`config.mk`:
```
export PLATFORM = sky130hd
export DESIGN_NAME = ddr_sa_2ph_ofs_cal_ctrl
export DESIGN_NICKNAME = d
export VERILOG_FILES = /design/src/rtl/ddr_sa_cal_pkg.sv /design/src/rtl/ddr_sa_2ph_ofs_cal_ctrl_if.sv /design/src/rtl/ddr_sa_cal_lane.sv /design/src/rtl/ddr_sa_2ph_ofs_cal_ctrl.sv
export SDC_FILE = /design/constraint.sdc
export NUM_CORES = 1
export LEC_CHECK = 0
export ABC_AREA = 1
export CAP_MARGIN = 20
export CORE_MARGIN = 1
export CORE_UTILIZATION = 50
export DETAILED_ROUTE_END_ITERATION = 7
export HOLD_SLACK_MARGIN = 0.08
export PLACE_DENSITY = 0.72
export SLEW_MARGIN = 15
export SYNTH_ARGS = -nofsm -noshare
export SYNTH_HDL_FRONTEND = slang
export SYNTH_SLANG_ARGS = --single-unit
```
`constraint.sdc`:
```
create_clock -name i_clk -period 2.65 [get_ports i_clk]
set_clock_uncertainty 0.1 [all_clocks]
set_input_delay 0.53 -clock i_clk [delete_from_list [all_inputs] [get_ports i_clk]]
set_output_delay 0.53 -clock i_clk [all_outputs]
set_load 0.005 [all_outputs]
```
`src/rtl/ddr_sa_cal_pkg.sv`:
```
// rtl/ddr_sa_cal_pkg.sv - shared types, lane indexing and step-to-code mapping for SA offset cal
package ddr_sa_cal_pkg;

  typedef enum logic [2:0] {
    ST_IDLE,
    ST_APPLY,
    ST_SETTLE,
    ST_SAMPLE,
    ST_EVAL,
    ST_FIN
  } cal_state_t;

  localparam int MAX_CAL_W = 8;
  localparam int PH_0      = 0;
  localparam int PH_180    = 1;

  typedef struct packed {
    logic                 dir;
    logic [MAX_CAL_W-1:0] code;
  } cal_set_t;

  function automatic int lane_idx(input int ph, input int ch, input int num_ch);
    return ph * num_ch + ch;
  endfunction

  // Walks from the most negative offset (dir=0, max code) up to the most positive.
  function automatic cal_set_t step_map(input logic [MAX_CAL_W:0] s, input int cal_w);
    logic [MAX_CAL_W:0] half;
    cal_set_t           r;
    half = (MAX_CAL_W+1)'(1) << cal_w;
    if (s < half) begin
      r.dir  = 1'b0;
      r.code = MAX_CAL_W'(half - s - 1'b1);
    end else begin
      r.dir  = 1'b1;
      r.code = MAX_CAL_W'(s - half);
    end
    return r;
  endfunction

endpackage

```
`src/rtl/ddr_sa_2ph_ofs_cal_ctrl_if.sv`:
```
// rtl/ddr_sa_2ph_ofs_cal_ctrl_if.sv - strobe bus from the cal sequencer to the per-lane trackers
interface ddr_sa_2ph_ofs_cal_ctrl_if #(
  parameter int CAL_W = 5,
  parameter int SMP_W = 4
) ();
  logic             start_clr;
  logic             apply;
  logic             sample;
  logic             eval;
  logic             first;
  logic             abort;
  logic             fin;
  logic             map_dir;
  logic [CAL_W-1:0] map_code;
  logic [SMP_W:0]   nsmp;

  modport master (output start_clr, apply, sample, eval, first, abort, fin, map_dir, map_code, nsmp);
  modport slave  (input  start_clr, apply, sample, eval, first, abort, fin, map_dir, map_code, nsmp);
endinterface

```
`src/rtl/ddr_sa_cal_lane.sv`:
```
// rtl/ddr_sa_cal_lane.sv - one SA slice: sample vote, reference, lock flag and held cal code/dir
module ddr_sa_cal_lane
  import ddr_sa_cal_pkg::*;
#(
  parameter int CAL_W = 5,
  parameter int SMP_W = 4
) (
  input  logic                     clk,
  input  logic                     rst_n,
  ddr_sa_2ph_ofs_cal_ctrl_if.slave ctl,
  input  logic                     data,
  output logic [CAL_W-1:0]         code,
  output logic                     dir,
  output logic                     locked,
  output logic                     flip
);

  logic [SMP_W:0] ones;
  logic           ref_vote;
  logic           vote;
  logic           lock_now;

  // Strict majority: a tie counts as a 0 vote.
  assign vote     = ({ones, 1'b0} > {1'b0, ctl.nsmp});
  assign flip     = !locked && (vote != ref_vote);
  assign lock_now = ctl.eval && !ctl.first && flip;

  always_ff @(posedge clk or negedge rst_n) begin
    if (!rst_n) begin
      ones     <= '0;
      ref_vote <= 1'b0;
      locked   <= 1'b0;
      code     <= '0;
      dir      <= 1'b0;
    end else if (ctl.abort) begin
      ones   <= '0;
      locked <= 1'b0;
      code   <= '0;
      dir    <= 1'b0;
    end else begin
      if (ctl.start_clr) begin
        ones     <= '0;
        ref_vote <= 1'b0;
        locked   <= 1'b0;
      end
      if (ctl.apply && !locked) begin
        code <= ctl.map_code;
        dir  <= ctl.map_dir;
      end
      if (ctl.sample) ones <= ones + {{SMP_W{1'b0}}, data};
      if (ctl.eval) begin
        ones <= '0;
        if (ctl.first) ref_vote <= vote;
        if (lock_now) locked <= 1'b1;
      end
      if (ctl.fin && !locked) begin
        code <= '0;
        dir  <= 1'b0;
      end
    end
  end

endmodule

```
`src/rtl/ddr_sa_2ph_ofs_cal_ctrl.sv`:
```
// rtl/ddr_sa_2ph_ofs_cal_ctrl.sv - autonomous offset-cal sweep for NUM_CH two-phase sense amps
module ddr_sa_2ph_ofs_cal_ctrl
  import ddr_sa_cal_pkg::*;
#(
  parameter int NUM_CH   = 9,
  parameter int CAL_W    = 5,
  parameter int SETTLE_W = 4,
  parameter int SMP_W    = 4
) (
  input  logic                    i_clk,
  input  logic                    i_rst_n,
  input  logic                    i_start,
  input  logic                    i_cal_en,
  input  logic [SETTLE_W-1:0]     i_settle_cyc,
  input  logic [SMP_W-1:0]        i_num_smp,
  input  logic [NUM_CH-1:0]       i_data_0,
  input  logic [NUM_CH-1:0]       i_data_180,
  output logic                    o_sacal_en,
  output logic [NUM_CH*CAL_W-1:0] o_cal_code_0,
  output logic [NUM_CH-1:0]       o_cal_dir_0,
  output logic [NUM_CH*CAL_W-1:0] o_cal_code_180,
  output logic [NUM_CH-1:0]       o_cal_dir_180,
  output logic                    o_busy,
  output logic                    o_done,
  output logic [2*NUM_CH-1:0]     o_err
);

  localparam int LANES = 2 * NUM_CH;

  cal_state_t          state, state_nxt;
  logic [CAL_W:0]      step;
  logic [SETTLE_W-1:0] settle_cnt;
  logic [SMP_W-1:0]    smp_cnt;
  logic [SMP_W-1:0]    nsmp_eff;
  logic [SMP_W:0]      nsmp_q;
  logic [LANES-1:0]    locked, flip, data_all;
  logic [CAL_W-1:0]    code_a [LANES];
  logic [LANES-1:0]    dir_a;
  logic                start_go, abort, load_settle, load_smp, eval_adv, fin;
  logic                apply, sample, eval;
  cal_set_t            map;

  ddr_sa_2ph_ofs_cal_ctrl_if #(.CAL_W(CAL_W), .SMP_W(SMP_W)) ctl ();

  assign nsmp_eff = (i_num_smp == '0) ? SMP_W'(1) : i_num_smp;
  assign map      = step_map((MAX_CAL_W+1)'(step), CAL_W);
  assign data_all = {i_data_180, i_data_0};

  assign ctl.start_clr = start_go;
  assign ctl.apply     = apply;
  assign ctl.sample    = sample;
  assign ctl.eval      = eval;
  assign ctl.first     = (step == '0);
  assign ctl.abort     = abort;
  assign ctl.fin       = fin;
  assign ctl.map_dir   = map.dir;
  assign ctl.map_code  = map.code[CAL_W-1:0];
  assign ctl.nsmp      = nsmp_q;

  always_ff @(posedge i_clk or negedge i_rst_n) begin
    if (!i_rst_n) state <= ST_IDLE;
    else          state <= state_nxt;
  end

  always_comb begin
    state_nxt   = state;
    start_go    = 1'b0;
    abort       = 1'b0;
    load_settle = 1'b0;
    load_smp    = 1'b0;
    eval_adv    = 1'b0;
    fin         = 1'b0;
    apply       = 1'b0;
    sample      = 1'b0;
    eval        = 1'b0;
    if (state != ST_IDLE && !i_cal_en) begin
      abort     = 1'b1;
      state_nxt = ST_IDLE;
    end else begin
      case (state)
        ST_IDLE: if (i_start && i_cal_en) begin
          start_go  = 1'b1;
          state_nxt = ST_APPLY;
        end
        ST_APPLY: begin
          apply       = 1'b1;
          load_settle = 1'b1;
          if (i_settle_cyc == '0) begin
            load_smp  = 1'b1;
            state_nxt = ST_SAMPLE;
          end else begin
            state_nxt = ST_SETTLE;
          end
        end
        ST_SETTLE: if (settle_cnt <= SETTLE_W'(1)) begin
          load_smp  = 1'b1;
          state_nxt = ST_SAMPLE;
        end
        ST_SAMPLE: begin
          sample = 1'b1;
          if (smp_cnt <= SMP_W'(1)) state_nxt = ST_EVAL;
        end
        ST_EVAL: begin
          eval = 1'b1;
          // Locks taken this cycle count toward the early exit.
          if (((&(locked | flip)) && (step != '0)) || (&step)) begin
            state_nxt = ST_FIN;
          end else begin
            eval_adv  = 1'b1;
            state_nxt = ST_APPLY;
          end
        end
        ST_FIN: begin
          fin       = 1'b1;
          state_nxt = ST_IDLE;
        end
        default: state_nxt = ST_IDLE;
      endcase
    end
  end

  always_ff @(posedge i_clk or negedge i_rst_n) begin
    if (!i_rst_n) begin
      step       <= '0;
      settle_cnt <= '0;
      smp_cnt    <= '0;
      nsmp_q     <= '0;
      o_busy     <= 1'b0;
      o_sacal_en <= 1'b0;
      o_done     <= 1'b0;
      o_err      <= '0;
    end else begin
      if (start_go)      step <= '0;
      else if (eval_adv) step <= step + 1'b1;
      if (load_settle)             settle_cnt <= i_settle_cyc;
      else if (state == ST_SETTLE) settle_cnt <= settle_cnt - 1'b1;
      // Sample count is captured per step so later changes only affect later steps.
      if (load_smp) begin
        smp_cnt <= nsmp_eff;
        nsmp_q  <= {1'b0, nsmp_eff};
      end else if (state == ST_SAMPLE) begin
        smp_cnt <= smp_cnt - 1'b1;
      end
      if (start_go) begin
        o_busy     <= 1'b1;
        o_sacal_en <= 1'b1;
        o_done     <= 1'b0;
        o_err      <= '0;
      end else if (abort) begin
        o_busy     <= 1'b0;
        o_sacal_en <= 1'b0;
        o_done     <= 1'b0;
      end else if (fin) begin
        o_busy     <= 1'b0;
        o_sacal_en <= 1'b0;
        o_done     <= 1'b1;
        o_err      <= ~locked;
      end
    end
  end

  for (genvar l = 0; l < LANES; l++) begin : g_lane
    ddr_sa_cal_lane #(.CAL_W(CAL_W), .SMP_W(SMP_W)) u_lane (
      .clk    (i_clk),
      .rst_n  (i_rst_n),
      .ctl    (ctl),
      .data   (data_all[l]),
      .code   (code_a[l]),
      .dir    (dir_a[l]),
      .locked (locked[l]),
      .flip   (flip[l])
    );
  end

  for (genvar c = 0; c < NUM_CH; c++) begin : g_ch
    localparam int L0 = lane_idx(PH_0, c, NUM_CH);
    localparam int L1 = lane_idx(PH_180, c, NUM_CH);
    assign o_cal_code_0[c*CAL_W +: CAL_W]   = code_a[L0];
    assign o_cal_dir_0[c]                   = dir_a[L0];
    assign o_cal_code_180[c*CAL_W +: CAL_W] = code_a[L1];
    assign o_cal_dir_180[c]                 = dir_a[L1];
  end

endmodule

```
; ---- Word-level counts from Yosys, hierarchy flattened
; Cells that the tools add are included.
[totals]
regBits = 275
[op_classes]
addsub = 24
order_cmp = 21
eq_ne = 27
mux = 332
bitwise = 2
reduce_logical = 131
[op_table]
columns = cell, n
row1 = $mux 5, 109
row2 = $mux 1, 205
row3 = $gt 6x4->1, 18
row4 = $add 5x1->5, 18
row5 = $logic_and 1x1->1, 76
row6 = $reduce_bool 3->1, 20
row7 = $mux 18, 3
row8 = $logic_not 1->1, 20
row9 = $mux 4, 5
row10 = $ne 1x1->1, 18
row11 = $not 18->18, 1
row12 = $or 18x18->18, 1
row13 = $reduce_and 18->1, 1
row14 = $mux 3, 5
row15 = $pmux 3 s5, 1
row16 = $mux 6, 2
row17 = $mux 9, 1
row18 = $ne 3x3->1 const B, 3
row19 = $le 4x1->1 const B, 2
row20 = $logic_not 4->1, 2
row21 = $reduce_bool 2->1, 4
row22 = $sub 4x1->4 const B, 2
row23 = $sub 7x2->8 const B, 1
row24 = $sub 6x6->7 const A, 1
row25 = other kinds (16), 18

; ---- Longest topological paths before layout
[depth]
ltp_word = 12
ltp_mapped = 17
mapped_depth_nobuf = 17

; ---- Cells and area by module
; Synthesis repeated with hierarchy kept, for this count alone.
[hier_totals]
hier_cells = 2057
hier_area_um2 = 16887.4
[modules_own_cells]
columns = module, n_inst, cells_per_inst, area_per_inst_um2
row1 = ddr_sa_cal_lane (g_lane[10].u_lane ...), 16, 97, 804.5
row2 = ddr_sa_2ph_ofs_cal_ctrl, 1, 305, 2419.8
row3 = ddr_sa_cal_lane (g_lane[0].u_lane), 1, 101, 804.5
row4 = ddr_sa_cal_lane (g_lane[15].u_lane), 1, 99, 790.8

; ---- Worst setup path after synthesis
; Ideal clock, no wire load.
[synth_timing]
path_kind = register to register
startpoint = register step[0]
endpoint = register g_lane[11].u_lane.code[3]
setup_ns = 0.135
arrival_ns = 2.159
t_required_ns = 2.415
setup_slack_ns = 0.256
path_stages_with_launch = 11
n_path_buf = 2
synth_period_minus_slack_ns = 2.394
cell_sequence = dfrtp_1 > clkbuf_1 > inv_1 > ha_1 > nor2_1 > nand2_1 > or2_0 > nand3_1 > xor2_1 > buf_2 > o22ai_1
[synth_via]
elab_chain_cells = 6
elab_cells_between_ends = 8
classes_between = add/sub (3) / order compare (1) / mux (4)
[synth_rtl]
columns = item, line_no
row1 = start: declaration, ddr_sa_2ph_ofs_cal_ctrl.sv:31  ; logic [CAL_W:0] step;
row2 = start signal: assignment, ddr_sa_2ph_ofs_cal_ctrl.sv:134  ; else if (eval_adv) step <= step + 1'b1;
row3 = $sub 6x6->7, ddr_sa_cal_pkg.sv:33  ; r.code = MAX_CAL_W'(half - s - 1'b1);
row4 = $sub 7x2->8, ddr_sa_cal_pkg.sv:33
row5 = $mux 9 *, ddr_sa_cal_pkg.sv:31  ; if (s < half) begin
row6 = $mux 5 *, ddr_sa_cal_lane.sv:46  ; if (ctl.apply && !locked) begin
row7 = $mux 5 *, ddr_sa_cal_lane.sv:56  ; if (ctl.fin && !locked) begin
row8 = $mux 5 *, ddr_sa_cal_lane.sv:35  ; end else if (ctl.abort) begin
row9 = end signal: assignment, ddr_sa_cal_lane.sv:47  ; code <= ctl.map_code;
row10 = end: declaration, ddr_sa_cal_lane.sv:12  ; output logic [CAL_W-1:0] code,
; Mark *: on every way between the ends. The rest lies on a longest branch, timed or not. The select of a mux whose other input is x is not followed.
; A chain may end at the register's enable or synchronous reset.

; ---- Worst setup path in the final report
[layout_timing]
startpoint = register nsmp_q[3] (netlist: ctl.nsmp[3])
endpoint = register step[4]
[layout_via]
elab_chain_cells = 11
elab_cells_between_ends = 62
classes_between = order compare (18) / eq/ne (18) / mux (3) / bitwise (1) / reduce/logical (22)
[layout_rtl]
columns = item, line_no
row1 = start: declaration, ddr_sa_2ph_ofs_cal_ctrl.sv:35  ; logic [SMP_W:0] nsmp_q;
row2 = start signal: assignment, ddr_sa_2ph_ofs_cal_ctrl.sv:140  ; nsmp_q <= {1'b0, nsmp_eff};
row3 = $gt 6x4->1, ddr_sa_cal_lane.sv:24  ; assign vote = ({ones, 1'b0} > {1'b0, ctl.nsmp});
row4 = $ne 1x1->1, ddr_sa_cal_lane.sv:25  ; assign flip = !locked && (vote != ref_vote);
row5 = $logic_and 1x1->1, ddr_sa_cal_lane.sv:25
row6 = $or 18x18->18 *, ddr_sa_2ph_ofs_cal_ctrl.sv:106  ; if (((&(locked | flip)) && (step != '0)) || (&step)) begin
row7 = $reduce_and 18->1 *, ddr_sa_2ph_ofs_cal_ctrl.sv:106
row8 = $logic_and 1x1->1 *, ddr_sa_2ph_ofs_cal_ctrl.sv:106
row9 = $logic_or 1x1->1 *, ddr_sa_2ph_ofs_cal_ctrl.sv:106
row10 = $mux 1 *, ddr_sa_2ph_ofs_cal_ctrl.sv:106
row11 = $mux 1 *, ddr_sa_2ph_ofs_cal_ctrl.sv:80  ; case (state)
row12 = $mux 1 *, ddr_sa_2ph_ofs_cal_ctrl.sv:76  ; if (state != ST_IDLE && !i_cal_en) begin
row13 = $reduce_bool 2->1 (no line) *, --
; Mark *: on every way between the ends. The rest lies on a longest branch, timed or not.

==> metrics.txt <==
outcome=finished clean; vias in the first global route=11200; Die Y=between 150 and 200 um; DRC violations left=0; Fin Setup TNS=0 ns; synthesized area=13900 um2; GPL Wtd Cong=between 0.8 and 0.9; final worst path period share=0.958; Initial Utilization=0.512; Worst-Margin Slew=just under 0.6 ns; Storage cell area=6880 um2; # clock sinks=275; combinational share of power=0.418; most common cell in the netlist=dfrtp_1; PD cells=between 1000 and 1500 nW/um2; maxcap violations=0; fraction of layout cells with a size suffix above 1=0.0550; Mapped Avg Cell Area=~8.8 um2; Tmin final=about 2.5 ns; Worst R2R Start=ctl.nsmp[3]$_DFFE_PN0P_; WL final=35600 um; final hold viol count=0; clock share of power=0.239; Synth cell types=31; Yosys top cell by area=dfrtp_1; hold slack=0.390 ns; Yosys warnings=0; fin nets=between 1500 and 2000; Avg Vias per Cell=between 5 and 6; CTS tree=built; Inserted Diodes=0; row cnt=60; P&R area growth vs syn=22.7%; syn_nets=around 1700; Final ANT Viol Nets=0; Setup CP Type=reg2reg; RSZ-0062 raised after global routing=no; Worst-path clk slew=about 0.06 ns; async set or reset register ratio after synthesis=1.00; Post-synth EDFFs=0; switching part of the total=0.369; Buffers on Ports=158; Cells after Synth=roughly 1600; Worst Hold Class=in2async; pre-CTS WS=~0.094 ns; share of the synthesized area in the top cell type=0.496; Filler cells=roughly 2300; Wirelength per Cell=16.7 um; total grt overflow=0; clock buffer count from CTS=29; cell depth of the worst flop-to-flop path=17; Total Die Area=28400 um2; fraction of the yosys area taken by sequential cells=0.496; Post-Place Cells=approximately 2100; drt first pass iters=5; Final Max Tran Viols=0; DR iter-0 viols=~940; leakage=around 8.2 nW; final setup violation count=0; WP data arrival=between 2 and 3 ns; sequential power share=0.342; H-Tree Depth=1; most instantiated cells after synthesis=275 x dfrtp_1, 260 x inv_1, 230 x nand2_1, 138 x o22ai_1, 109 x nand3_1; initial antenna violation count=0; hpwl dp=between 20000 and 30000 um; Bufs on Longest Clock Path=3; Worst slew margin=0.606; Synth area leaders=dfrtp_1 50%, ha_1 8.7%, inv_1 7.0%; top_reg_cell synth=dfrtp_1; first-pass GRT wire length=between 50000 and 60000 um; via count=roughly 12000; Area after DPL=about 16000 um2; Critical path origin=ctl.nsmp[3]$_DFFE_PN0P_; Startpoint Class=flop; clock latency on the worst-skew pair=0.54 ns; Core ar.=between 20000 and 30000 um2; Post-Layout Inst Area=17000 um2; r2r setup slk=roughly 0.11 ns; Die Wd=roughly 170 um; P_sw=~6.4 mW; Yosys reg bits=between 200 and 300; CP max FO=10; WP data required=3.02 ns; pin count of the biggest net entering global routing=70; gr usage total=0.252; area of the multi-input gates=between 5000 and 6000 um2; Ports=159; Worst setup EP type=flop; CTS root buf=clkbuf_16; Max Clk Rate=between 300 and 400 MHz; internal power=around 11 mW; fin cells=2137; R2R Path End=step[4]$_DFFE_PN0P_; final setup margin=around 0.11 ns; Peak VDD IR=~0.00059 V
==> what timing repair did <==
| action | CTS | global route |
|---|---|---|
| setup endpoints to repair | 0 | 7 |
| buffers inserted | 0 | 1 |
| gates resized for setup | 0 | 4 |
| hold endpoints to repair | 43 | 0 |
| hold buffers | 1 | 0 |
==> flip-flops by register name, indices dropped and copies added (netlist names) <==
register,cells
step,6
g_lane.u_lane.ref_vote,18
g_lane.u_lane.code,90
o_done,1
smp_cnt,4
g_lane.u_lane.dir,18
state,3
ctl.nsmp,4
settle_cnt,4
o_busy,1
g_lane.u_lane.locked,18
o_err,18
g_lane.u_lane.ones,90
==> worst max-delay path, stage by stage (launching register included) <==
cell	delay, ns
dfrtp_1	0.34
inv_2	0.08
buf_12	0.16
ha_1	0.29
nand2_1	0.05
nor2_1	0.13
nand2_1	0.06
nand2_1	0.14
nand2_1	0.09
nand2_1	0.12
nand3_1	0.08
nand2_1	0.08
nor2_1	0.05
nand3_1	0.06
nor2_1	0.04
nor2_1	0.32
nand4_1	0.16
nand2_1	0.10
==> logic make-up (layout without fill, tap and decap cells) <==
kind of cell | count (synthesis) | after routing | synth area share
adders and majority gates | 96 | 96 | 0.0866
xor gates and xnor gates | 11 | 11 | 0.00695
and+or+nand+nor | 536 | 536 | 0.170
buffers and inverters | 337 | 517 | 0.0972
DFF | 275 | 275 | 0.496
AOI/OAI and AO/OA | 330 | 330 | 0.144
==> stage by stage <==
stage / utilization / power [mW]
finish: 0.628 / 17.3
detailed placement: 0.590 / 13.1
floorplan: - / 9.41
CTS: 0.627 / 17.2
global placement: 0.590 / 12.8
global route: 0.628 / 18.3
==> placed cells by master, fill, tap and decap left out, drive strengths merged, types with 5 or more instances in the layout <==
cell,instances
nor2,106
buf,38
clkbuf,40
nand4,31
o21ai,70
nand3,109
dfrtp,275
inv,265
nor3,37
nor4,7
a21oi,75
nand2,230
o211ai,5
o22ai,138
clkdlybuf4s50,157
and3,15
xor2,8
clkinv,10
a22o,36
ha,96
==> cell type report <==
class                   instances  share of cell area
multi-input cells             973               0.332
inverters                     267              0.0589
well taps                     372              0.0273
clock inverters                14              0.0103
clock buffers                  39              0.0466
repair buffers                197               0.120
flip-flops and latches        275               0.404
==> routing by layer <==
layer / wire length (um) / GRT usage / part of all wire / up-vias
met5: 0 / 0 / 0 / -
met4: 743 / 0.0632 / 0.021 / 0
met3: 2040 / 0.0325 / 0.057 / 66
met2: 16400 / 0.412 / 0.46 / 370
met1: 16400 / 0.357 / 0.46 / 5652
li1: - / - / - / 5674
==> worst max-delay path by stage <==
stage | slack, ns | end
CTS | 0.1 | step[4]$_DFFE_PN0P_
global route | 0.01 | state[2]$_DFFE_PN0P_
finish | 0.11 | step[4]$_DFFE_PN0P_
global placement | 0.17 | g_lane[17].u_lane.ones[3]$_DFFE_PN0P_
floorplan | 0.26 | g_lane[11].u_lane.code[3]$_DFFE_PN0P_
detailed placement | 0.09 | g_lane[9].u_lane.ones[3]$_DFFE_PN0P_
==> power by group through the flow <==
stage | clock, mW | sequential [mW] | combinational [mW]
after detailed placement | 0 | 5.96 | 7.09
final | 4.13 | 5.91 | 7.22
after global placement | 0 | 5.93 | 6.91
after CTS | 4.20 | 5.90 | 7.15
after global routing | 4.38 | 6.02 | 7.91
after floorplan | 0 | 5.84 | 3.57
(Power assumes the default switching activity.)
